[src/rtl/rr_mux_arbiter.sv]
// Round-robin arbiter that shares one WIDTH-bit 2:1 mux between two requesters.
// Latency: a request sampled at edge N is granted after edge N; out is combinational from sel and data.
// Backpressure: a requester keeps its grant while it holds req. Against a waiting peer it keeps it for at most MAX_HOLD cycles.
//
// Ports:
//   clk, rst_n           rising-edge clock, synchronous active-low reset
//   req0/req1, in0/in1   level requests and data from requesters 0 and 1
//   gnt0/gnt1            registered one-hot grants (never both high)
//   sel                  registered mux select (0=in0, 1=in1), held while idle
//   out, out_valid       muxed data, registered gnt0|gnt1
module rr_mux_arbiter #(
    parameter int WIDTH    = 4,
    parameter int MAX_HOLD = 4
) (
    input  logic             clk,
    input  logic             rst_n,
    input  logic             req0,
    input  logic             req1,
    input  logic [WIDTH-1:0] in0,
    input  logic [WIDTH-1:0] in1,
    output logic             gnt0,
    output logic             gnt1,
    output logic             sel,
    output logic [WIDTH-1:0] out,
    output logic             out_valid
);

    localparam int CW = (MAX_HOLD > 1) ? $clog2(MAX_HOLD) : 1;
    localparam logic [CW-1:0] HOLD_LAST = CW'(MAX_HOLD - 1);

    typedef enum logic [1:0] {
        IDLE = 2'd0,
        G0   = 2'd1,
        G1   = 2'd2
    } state_t;

    state_t        state;
    state_t        state_nxt;
    logic [CW-1:0] hold_cnt;
    logic [CW-1:0] hold_nxt;
    logic          last;
    logic          last_nxt;
    logic          sel_nxt;

    always_comb begin
        state_nxt = state;
        hold_nxt  = hold_cnt;
        last_nxt  = last;
        sel_nxt   = sel;

        case (state)
            IDLE: begin
                // On a tie, the side that did not own the bus last wins.
                if (req0 && req1)
                    state_nxt = last ? G0 : G1;
                else if (req0)
                    state_nxt = G0;
                else if (req1)
                    state_nxt = G1;
            end
            G0: begin
                if (!req0)
                    state_nxt = req1 ? G1 : IDLE;
                else if (req1 && (hold_cnt == HOLD_LAST))
                    state_nxt = G1;
            end
            G1: begin
                if (!req1)
                    state_nxt = req0 ? G0 : IDLE;
                else if (req0 && (hold_cnt == HOLD_LAST))
                    state_nxt = G0;
            end
            default: state_nxt = IDLE;
        endcase

        if (state_nxt == IDLE) begin
            hold_nxt = '0;
        end else if (state_nxt != state) begin
            // Fresh grant: restart the hold timer and remember the new owner.
            hold_nxt = '0;
            last_nxt = (state_nxt == G1);
        end else if (hold_cnt != HOLD_LAST) begin
            // Saturate so an uncontended owner can hold indefinitely without wrap.
            hold_nxt = hold_cnt + CW'(1);
        end

        // The select only moves when a grant is issued, so IDLE keeps the old path steady.
        if (state_nxt == G0)
            sel_nxt = 1'b0;
        else if (state_nxt == G1)
            sel_nxt = 1'b1;
    end

    always_ff @(posedge clk) begin
        if (!rst_n) begin
            state     <= IDLE;
            hold_cnt  <= '0;
            last      <= 1'b1;
            sel       <= 1'b0;
            gnt0      <= 1'b0;
            gnt1      <= 1'b0;
            out_valid <= 1'b0;
        end else begin
            state     <= state_nxt;
            hold_cnt  <= hold_nxt;
            last      <= last_nxt;
            sel       <= sel_nxt;
            gnt0      <= (state_nxt == G0);
            gnt1      <= (state_nxt == G1);
            out_valid <= (state_nxt != IDLE);
        end
    end

    assign out = sel ? in1 : in0;

endmodule

[config.mk]
export PLATFORM = sky130hd
export DESIGN_NAME = rr_mux_arbiter
export DESIGN_NICKNAME = d
export VERILOG_FILES = /design/src/rtl/rr_mux_arbiter.sv
export SDC_FILE = /design/constraint.sdc
export NUM_CORES = 1
export LEC_CHECK = 0
export ABC_AREA = 1
export BUFFER_PORTS_ARGS = -buffer_cell sky130_fd_sc_hd__buf_2
export CORE_AREA = 2 2 43 45
export CTS_CLUSTER_DIAMETER = 80
export DETAILED_ROUTE_END_ITERATION = 12
export DIE_AREA = 0 0 45 47
export GPL_ROUTABILITY_DRIVEN = 0
export PLACE_DENSITY = 0.53
export RECOVER_POWER = 25
export SYNTH_ARGS = -nofsm -noshare
export SYNTH_HDL_FRONTEND = slang
export SYNTH_SLANG_ARGS = --single-unit
[constraint.sdc]
create_clock -name clk -period 2.86 [get_ports clk]
set_input_delay 0.143 -clock clk [delete_from_list [all_inputs] [get_ports clk]]
set_output_delay 0.143 -clock clk [all_outputs]
set_load 0.02 [all_outputs]
==> reports/summary.txt, run 1 <==
==============================================================================
Number of detailed-routing iterations run before antenna repair              4
Cts bufs inserted                                                            3
Clock-pin transition on the worst setup and hold timing paths          0.06 ns
Min Hold Slack                                                        0.163 ns
Worst relative slew slack                                                83.5%
Portion of total power attributed to sequential cells                    41.7%
Layout overhead on the synthesized area                                  29.9%
Non-Filler Instances                                                       100
Most common cell after layout, fill and taps aside                sky130_fd_sc_hd__nand2_1
Maximum number of pins on one net before global-route repair                 7
Core outline area                                                     1650 µm²
Global routing usage summed across all routing layers                    10.1%
Internal power                                                      0.000250 W
Most used cell along the critical path                            sky130_fd_sc_hd__nand2_1
Fmax                                                                 0.729 GHz
Post-Route Skew                                                     0.00582 ns
Sequence of cells on the critical path                            ha_1 -> nand2_1 -> nand4_1 -> nand3_2 -> or2_0 -> nand2_1 -> nand2_1 -> nand2_1
Vias/cell                                                                 4.41
Library cell with the largest summed area after synthesis         sky130_fd_sc_hd__dfxtp_1
Power share of the clock group                                           24.8%
Actual transition at the worst max-transition pin                     0.249 ns
Share of layout cells above drive strength 1                             30.1%
Initial standard-cell utilization of the core                            27.9%
Hold-fix buffers at CTS                                                      0
Mean area per synthesized cell                                        7.67 µm²
Sort of element at the start of the critical path                     register
Layout filler cell count                                                   188
I/O pins                                                                    20
Post-Route WL                                                           937 µm
Input/output buffers                                                        19
Leading cell types in the layout, fill and taps excluded          sky130_fd_sc_hd__nand2_1 (16), sky130_fd_sc_hd__buf_2 (15), sky130_fd_sc_hd__dfxtp_1 (9), sky130_fd_sc_hd__nor2_1 (7), sky130_fd_sc_hd__inv_1 (6)
Share of the synthesized area in the top cell type                       39.1%
Initial antenna violation count                                              0
Detail-routed net length per standard cell                             9.37 µm
Total via count in the routed design                                       441
Vias in the first global route                                             392
Fraction of power consumed by combinational cells                        33.6%
Maximum level of the CTS H-tree                                              1
CTS Root Buffer Type                                              sky130_fd_sc_hd__clkbuf_4
Die Y-Extent                                                             47 µm
Cell Count Post-Placement                                                   96
Number of setup buffers added after CTS                                      0
Worst stage delay on the critical path                                 0.34 ns
Number of cells produced by synthesis                                       60
Nets                                                                        97
Type of the worst min-delay path                                  primary input to register
Synth area leaders                                                sky130_fd_sc_hd__dfxtp_1 (39%), sky130_fd_sc_hd__nand2_1 (13%), sky130_fd_sc_hd__mux2_2 (9.8%), sky130_fd_sc_hd__nor2_1 (5.7%), sky130_fd_sc_hd__nand3_1 (5.4%)
Clock tree from TritonCTS                                                  yes
Number of distinct library cells after synthesis                            15
VDD IR-drop max                                                       0.250 mV
Cell Rows                                                                   15
Max Slew Vio Count                                                           0
Final critical path time including I/O delays and setup                1.37 ns
Sinks on Clock Net                                                           9
Leakage component of the power                                        0.321 nW
Post-CTS resize count                                                        0
Master of the slowest instance on the critical path               sky130_fd_sc_hd__dfxtp_1
Detail Placement HPWL                                                   766 µm
Number of buffers on the longest clock path                                  2
Final cycle utilization of the critical path                             48.0%
Net switching share of the total power                                   34.7%
Nature of the critical path endpoint                                  register
Net count after synthesis                                                   73
TNS Setup                                                                 0 ns
Final setup violation count                                                  0
GRT Residual Overflow                                                        0
Die span in x                                                            45 µm
Critical path start-end classification                            register to register
Setup repair after global routing missed its margin                      false
DRT antenna net count                                                        0
DR DRC count                                                                 0
Max-cap violations                                                           0
Pwr Density                                                         641 nW/µm²
CP arrival                                                             1.57 ns
Endpoint required time on the critical path                            3.06 ns
DRC violation total after the first TritonRoute iteration                    2
DIE AREA                                                              2120 µm²
Worst Path Max Fanout                                                        4
Total inserted antenna cells                                                 0
Portion of the post-synthesis area used by sequential elements           39.1%
Netlist Area Pre-Place                                                 460 µm²
Outcome                                                           complete, no violations
Number of hold-slack violations in the final timing report                   0
First-pass GRT wire length                                             1540 µm
Net Switching                                                       0.000133 W
Worst skew pair latency                                                0.25 ns
Synthesis-stage register bit count                                           9
Number of warnings printed during yosys synthesis                            0
==============================================================================
[flip-flops by register name, summed over array words and instances (netlist names)]
register / cells
state: 2
out_valid: 1
gnt1: 1
gnt0: 1
last: 1
sel: 1
hold_cnt: 2
[metrics by stage]
stage | worst slack (ns) | area (µm²) | power [W] | util (%)
finish | 1.49 | 598 | 0.000383 | 36.2
global route | 1.32 | 598 | 0.000414 | 36.2
CTS | 1.48 | 603 | 0.000394 | 36.5
detailed placement | 1.50 | 577 | 0.000295 | 34.9
global placement | 1.50 | 577 | 0.000295 | 34.9
floorplan | 1.60 | 460 | 0.000257 | -
[path summary, 6_finish.rpt]
check                           start                 to  slack (ns)  depth (start not counted)
max          hold_cnt[0]$_SDFFE_PP0P_  last$_SDFFE_PN1P_        1.49                          8
min                             rst_n   sel$_SDFFE_PP0P_        0.16                          3
max reg2reg  hold_cnt[0]$_SDFFE_PP0P_  last$_SDFFE_PN1P_        1.49                          8
min reg2reg         last$_SDFFE_PN1P_  last$_SDFFE_PN1P_        0.45                          2
[power groups by stage]
stage | clock network, W | registers (W) | logic, W
after floorplan | 0 | 0.000172 | 0.0000846
after detailed placement | 0 | 0.000162 | 0.000133
after CTS | 0.000101 | 0.000159 | 0.000134
final | 0.0000948 | 0.000160 | 0.000129
after global routing | 0.000106 | 0.000162 | 0.000146
after global placement | 0 | 0.000162 | 0.000134
[logic make-up after synthesis]
group	count (synthesis)	share of synthesized area, %
and+or+nand+nor	36	36.7
AOI/OAI and AO/OA	2	2.72
DFF	9	39.1
muxes	5	12.0
xor gates and xnor gates	1	1.90
adders and majority gates	1	2.72
buffers and inverters	6	4.89
[cells in the mapped netlist, drive strengths merged]
| master | n |
|---|---|
| mux2 | 4 |
| nand3 | 7 |
| mux2i | 1 |
| nand2 | 17 |
| dfxtp | 9 |
| xor2 | 1 |
| nand4 | 4 |
| ha | 1 |
| inv | 6 |
| nor2 | 7 |
| o21ai | 1 |
| or2 | 1 |
| a21boi | 1 |
[critical path: cells and delay by family (launching register included)]
kind          cells  cell delay [ns]
fa+ha+maj         1             0.24
simple gates      7             0.72
flops             1             0.34
[per-layer routing]
metal / GRT usage (%) / vias up / wire length [µm]
met5: 0 / - / 0
met4: 7.06 / 0 / 0
met3: 1.92 / 0 / 63
met2: 16.3 / 13 / 414
met1: 12.1 / 184 / 459
li1: - / 244 / -
[area by class of cell]
class                      count  area, µm²  area share (%)
clock buffer                   4       26.3            4.39
inverter                       6       22.5            3.77
multi-input combinational     45        258            43.1
sequential                     9        180            30.1
tap                           17       21.3            3.56
timing repair buffer          19       90.1            15.1
No activity file was read; power rests on OpenSTA's default activity.
==> run 2: changes to the inputs <==
Settings changed: ABC_AREA 1 to 0, CORE_AREA 2 2 43 45 to 2 2 46 48, DIE_AREA 0 0 45 47 to 0 0 48 50, PLACE_DENSITY 0.53 to 0.52.
Clock period 2.86 ns to 1.3 ns, I/O delays scaled along.
==> run 2 against run 1 <==
- combinational power up 39%
- final area grew 24%
- global-route usage up 1.7 points
- via count increased by 17%
- clock-buffer cell count did not move
- final cell count is 10% higher
- sequential power up 100%
- sequential share of layout area is 4.8 points lower
- power is 89% higher
- core utilization up 2.8 points
- area after synthesis increased by 15%
- sequential cell count unchanged
- largest power group unchanged
==> reports/summary.txt, run 2 <==
==============================================================================
Initial antenna violation count                                              0   unchanged
Final cycle utilization of the critical path                             96.4%   was 48.0%
Number of cells produced by synthesis                                       59   was 60
Vias in the first global route                                             488   was 392
Layout overhead on the synthesized area                                  39.9%   was 29.9%
Fmax                                                                 0.798 GHz   was 0.729 GHz
Share of layout cells above drive strength 1                             48.2%   was 30.1%
DIE AREA                                                              2400 µm²   was 2120 µm²
Maximum number of pins on one net before global-route repair                11   was 7
Top cells by count, synth                                         sky130_fd_sc_hd__dfxtp_1 (9), sky130_fd_sc_hd__nand2_1 (7), sky130_fd_sc_hd__nor2_1 (7)   was sky130_fd_sc_hd__nand2_1 (16), sky130_fd_sc_hd__dfxtp_1 (9), sky130_fd_sc_hd__nor2_1 (7)
CP bufs+invs                                                                 0   unchanged
Global routing usage summed across all routing layers                    11.7%   was 10.1%
Post-Route WL                                                          1210 µm   was 937 µm
TNS Setup                                                                 0 ns   unchanged
Leakage component of the power                                        0.317 nW   was 0.321 nW
Min Hold Slack                                                       0.0632 ns   was 0.163 ns
Footprint of the flip-flops and latches                                188 µm²   was 180 µm²
Post-synthesis async set-or-reset flop share                                0%   unchanged
Pwr Density                                                         976 nW/µm²   was 641 nW/µm²
CP arrival                                                             1.42 ns   was 1.57 ns
Leading register cell type out of synthesis                       sky130_fd_sc_hd__dfxtp_1   unchanged
Clock tree from TritonCTS                                                  yes   unchanged
Input/output buffers                                                        19   unchanged
First-pass GRT wire length                                             1990 µm   was 1540 µm
Detail Placement HPWL                                                   890 µm   was 766 µm
Leading cell types in the layout, fill and taps excluded          sky130_fd_sc_hd__buf_2 (16), sky130_fd_sc_hd__nand2_1 (7), sky130_fd_sc_hd__nor2_1 (7), sky130_fd_sc_hd__dfxtp_2 (6)   was sky130_fd_sc_hd__nand2_1 (16), sky130_fd_sc_hd__buf_2 (15), sky130_fd_sc_hd__dfxtp_1 (9), sky130_fd_sc_hd__nor2_1 (7), sky130_fd_sc_hd__inv_1 (6)
Master of the slowest instance on the critical path               sky130_fd_sc_hd__dfxtp_2   was sky130_fd_sc_hd__dfxtp_1
Detail-routed net length per standard cell                             11.0 µm   was 9.37 µm
Outcome                                                           complete, no violations   unchanged
Vias/cell                                                                 4.71   was 4.41
Number of warnings printed during yosys synthesis                            0   unchanged
Max-cap violations                                                           0   unchanged
Layout filler cell count                                                   198   was 188
Cell area after placement                                              672 µm²   was 577 µm²
Worst skew pair latency                                                0.27 ns   was 0.25 ns
Global route hottest layer                                                met2   unchanged
Number of detailed-routing iterations run before antenna repair              4   unchanged
GRT Residual Overflow                                                        0   unchanged
Critical path start-end classification                            register to register   unchanged
Share of the synthesized area in the top cell type                       34.0%   was 39.1%
Met3 demand-to-capacity share in global routing                          4.76%   was 1.92%
Total via count in the routed design                                       518   was 441
Met2 track demand over resource in global routing                        17.8%   was 16.3%
Sinks on Clock Net                                                           9   unchanged
DRC violation total after the first TritonRoute iteration                    8   was 2
Clock-pin transition on the worst setup and hold timing paths          0.07 ns   was 0.06 ns
Post-Route Skew                                                     0.00790 ns   was 0.00582 ns
Actual transition at the worst max-transition pin                     0.250 ns   was 0.249 ns
Core outline area                                                     1900 µm²   was 1650 µm²
Die span in x                                                            48 µm   was 45 µm
Maximum level of the CTS H-tree                                              1   unchanged
Worst Path Max Fanout                                                        5   was 4
Critical path's top delay family                                  compound AO/OA/AOI/OAI gates   was simple AND/OR/NAND/NOR gates
VDD IR-drop max                                                       0.568 mV   was 0.250 mV
Final instance area                                                    742 µm²   was 598 µm²
Worst stage delay on the critical path                                 0.34 ns   about the same
Initial standard-cell utilization of the core                            27.9%   about the same
Most common cell after layout, fill and taps aside                sky130_fd_sc_hd__buf_2   was sky130_fd_sc_hd__nand2_1
I/O pins                                                                    20   unchanged
Nets                                                                        97   unchanged
Sequence of cells on the critical path                            ha_4 -> nand2b_4 -> o32ai_4 -> a221o_1 -> and3_1   was ha_1 -> nand2_1 -> nand4_1 -> nand3_2 -> or2_0 -> nand2_1 -> nand2_1 -> nand2_1
Number of buffers on the longest clock path                                  2   unchanged
Cts bufs inserted                                                            3   unchanged
Mean area per synthesized cell                                        8.99 µm²   was 7.67 µm²
Cell depth of the worst min-delay path                                       3   unchanged
Met1 capacity usage during global routing                                13.7%   was 12.1%
Number of hold-slack violations in the final timing report                   0   unchanged
Sort of element at the start of the critical path                     register   unchanged
Cell Rows                                                                   16   was 15
Total inserted antenna cells                                                 0   unchanged
CTS Root Buffer Type                                              sky130_fd_sc_hd__clkbuf_4   unchanged
Library cell with the largest summed area after synthesis         sky130_fd_sc_hd__dfxtp_1   unchanged
Number of distinct library cells after synthesis                            27   was 15
Synthesis-stage register bit count                                           9   unchanged
Nature of the critical path endpoint                                  register   unchanged
Die Y-Extent                                                             50 µm   was 47 µm
Number of enable-type register cells in the synthesized netlist              0   unchanged
Net count after synthesis                                                   72   was 73
Total area of multi-input combinational cells                          365 µm²   was 258 µm²
DRT antenna net count                                                        0   unchanged
Type of the worst min-delay path                                  primary input to register   unchanged
Biggest regs                                                      hold_cnt: 2 flops, state: 2 flops   unchanged
Endpoint required time on the critical path                            1.46 ns   was 3.06 ns
DR DRC count                                                                 0   unchanged
Number of setup buffers added after CTS                                      0   unchanged
Final critical path time including I/O delays and setup                1.25 ns   was 1.37 ns
Synth area leaders                                                sky130_fd_sc_hd__dfxtp_1 (34%), sky130_fd_sc_hd__mux2_2 (8.5%), sky130_fd_sc_hd__nand2_1 (5.0%), sky130_fd_sc_hd__nor2_1 (5.0%), sky130_fd_sc_hd__nand2b_1 (4.7%)   was sky130_fd_sc_hd__dfxtp_1 (39%), sky130_fd_sc_hd__nand2_1 (13%), sky130_fd_sc_hd__mux2_2 (9.8%), sky130_fd_sc_hd__nor2_1 (5.7%), sky130_fd_sc_hd__nand3_1 (5.4%)
Netlist Area Pre-Place                                                 531 µm²   was 460 µm²
Cell count of the worst reg-to-reg path                                      5   was 8
Cell depth of the worst setup path                                           5   was 8
Most frequently used cell type in the post-synthesis netlist      sky130_fd_sc_hd__dfxtp_1   was sky130_fd_sc_hd__nand2_1
Max Slew Vio Count                                                           0   unchanged
Setup repair after global routing missed its margin                      false   unchanged
Worst relative slew slack                                                83.4%   was 83.5%
Portion of the post-synthesis area used by sequential elements           34.0%   was 39.1%
Final setup violation count                                                  0   unchanged
==============================================================================
run 2: cell count changes in the layout (fill, tap and decap cells not counted), sizes merged, moves of 2 or more:
| cell | before | now |
|---|---|---|
| a21oi | 0 | 2 |
| inv | 6 | 2 |
| nand2 | 17 | 7 |
| buf | 15 | 20 |
| nor2b | 0 | 4 |
| nand4 | 4 | 0 |
| o2111a | 0 | 2 |
| nand3 | 7 | 1 |
| nand2b | 0 | 4 |
run 2: layer usage:
layer  part of all wire (%)  vias up
met5                      0        -
met3                    7.5        4
li1                       -      256
met4                    2.6        0
met2                     47       31
met1                     42      227
run 2: final cells by class:
type / instances / share of cell area (%)
Clock buffer: 4 / 3.54
Tap cell: 27 / 4.55
Timing Repair Buffer: 23 / 16.4
Multi-Input combinational cell: 45 / 49.2
Inverter: 2 / 1.01
Sequential cell: 9 / 25.3
run 2: final timing paths:
kind,end,from,slack [ns]
setup / recovery,sel$_SDFFE_PP0P_,hold_cnt[0]$_SDFFE_PP0P_,0.05
hold / removal,hold_cnt[0]$_SDFFE_PP0P_,rst_n,0.06
setup reg to reg,sel$_SDFFE_PP0P_,hold_cnt[0]$_SDFFE_PP0P_,0.05
hold reg to reg,hold_cnt[0]$_SDFFE_PP0P_,hold_cnt[0]$_SDFFE_PP0P_,0.56
run 2: stage by stage:
| step | utilization [%] | setup WS [ns] | total power [W] | cells |
|---|---|---|---|---|
| 4_1_cts | 37.3 | 0.0164 | 0.000707 | 110 |
| 3_3_place_gp | 35.3 | 0.0166 | 0.000486 | 106 |
| 3_5_place_dp | 35.3 | 0.00858 | 0.000484 | 106 |
| 6_report | 39.0 | 0.0465 | 0.000724 | 110 |
| 2_1_floorplan | - | 0.00965 | 0.000432 | 59 |
| 5_1_grt | 39.0 | 0.00685 | 0.000773 | 110 |
run 2: logic make-up (layout without fill, tap and decap cells):
| family | count (synthesis) | after routing | synth area share, % |
|---|---|---|---|
| mux | 5 | 5 | 10.4 |
| fa+ha+maj | 1 | 1 | 2.36 |
| simple gates | 25 | 25 | 23.8 |
| flops | 9 | 9 | 34.0 |
| compound gates | 13 | 13 | 21.2 |
| xor+xnor | 1 | 1 | 1.65 |
| buf+inv | 5 | 29 | 6.60 |
run 2: what timing repair did:
| item | in CTS | in global routing |
|---|---|---|
| hold buffers | 0 | 0 |
| endpoints found under the setup margin | 2 | 3 |
| resized for setup | 2 | 10 |
| pin swaps | 0 | 0 |
run 2: worst reg2reg max path, delay by kind of cell (launching register included):
kind                     cells  cell delay, ns
flip-flops                   1            0.34
adder cells (fa/ha/maj)      1            0.19
AND/OR/NAND/NOR              2            0.23
AO/OA/AOI/OAI                2            0.38
run 2: power by group:
| group | switching (W) | internal [W] | leakage, nW | total [W] |
|---|---|---|---|---|
| registers | 0.0000239 | 0.000296 | 0.0760 | 0.000320 |
| logic | 0.0000881 | 0.0000910 | 0.226 | 0.000179 |
| clock network | 0.000107 | 0.000119 | 0.0150 | 0.000225 |
| total | 0.000219 | 0.000506 | 0.317 | 0.000724 |
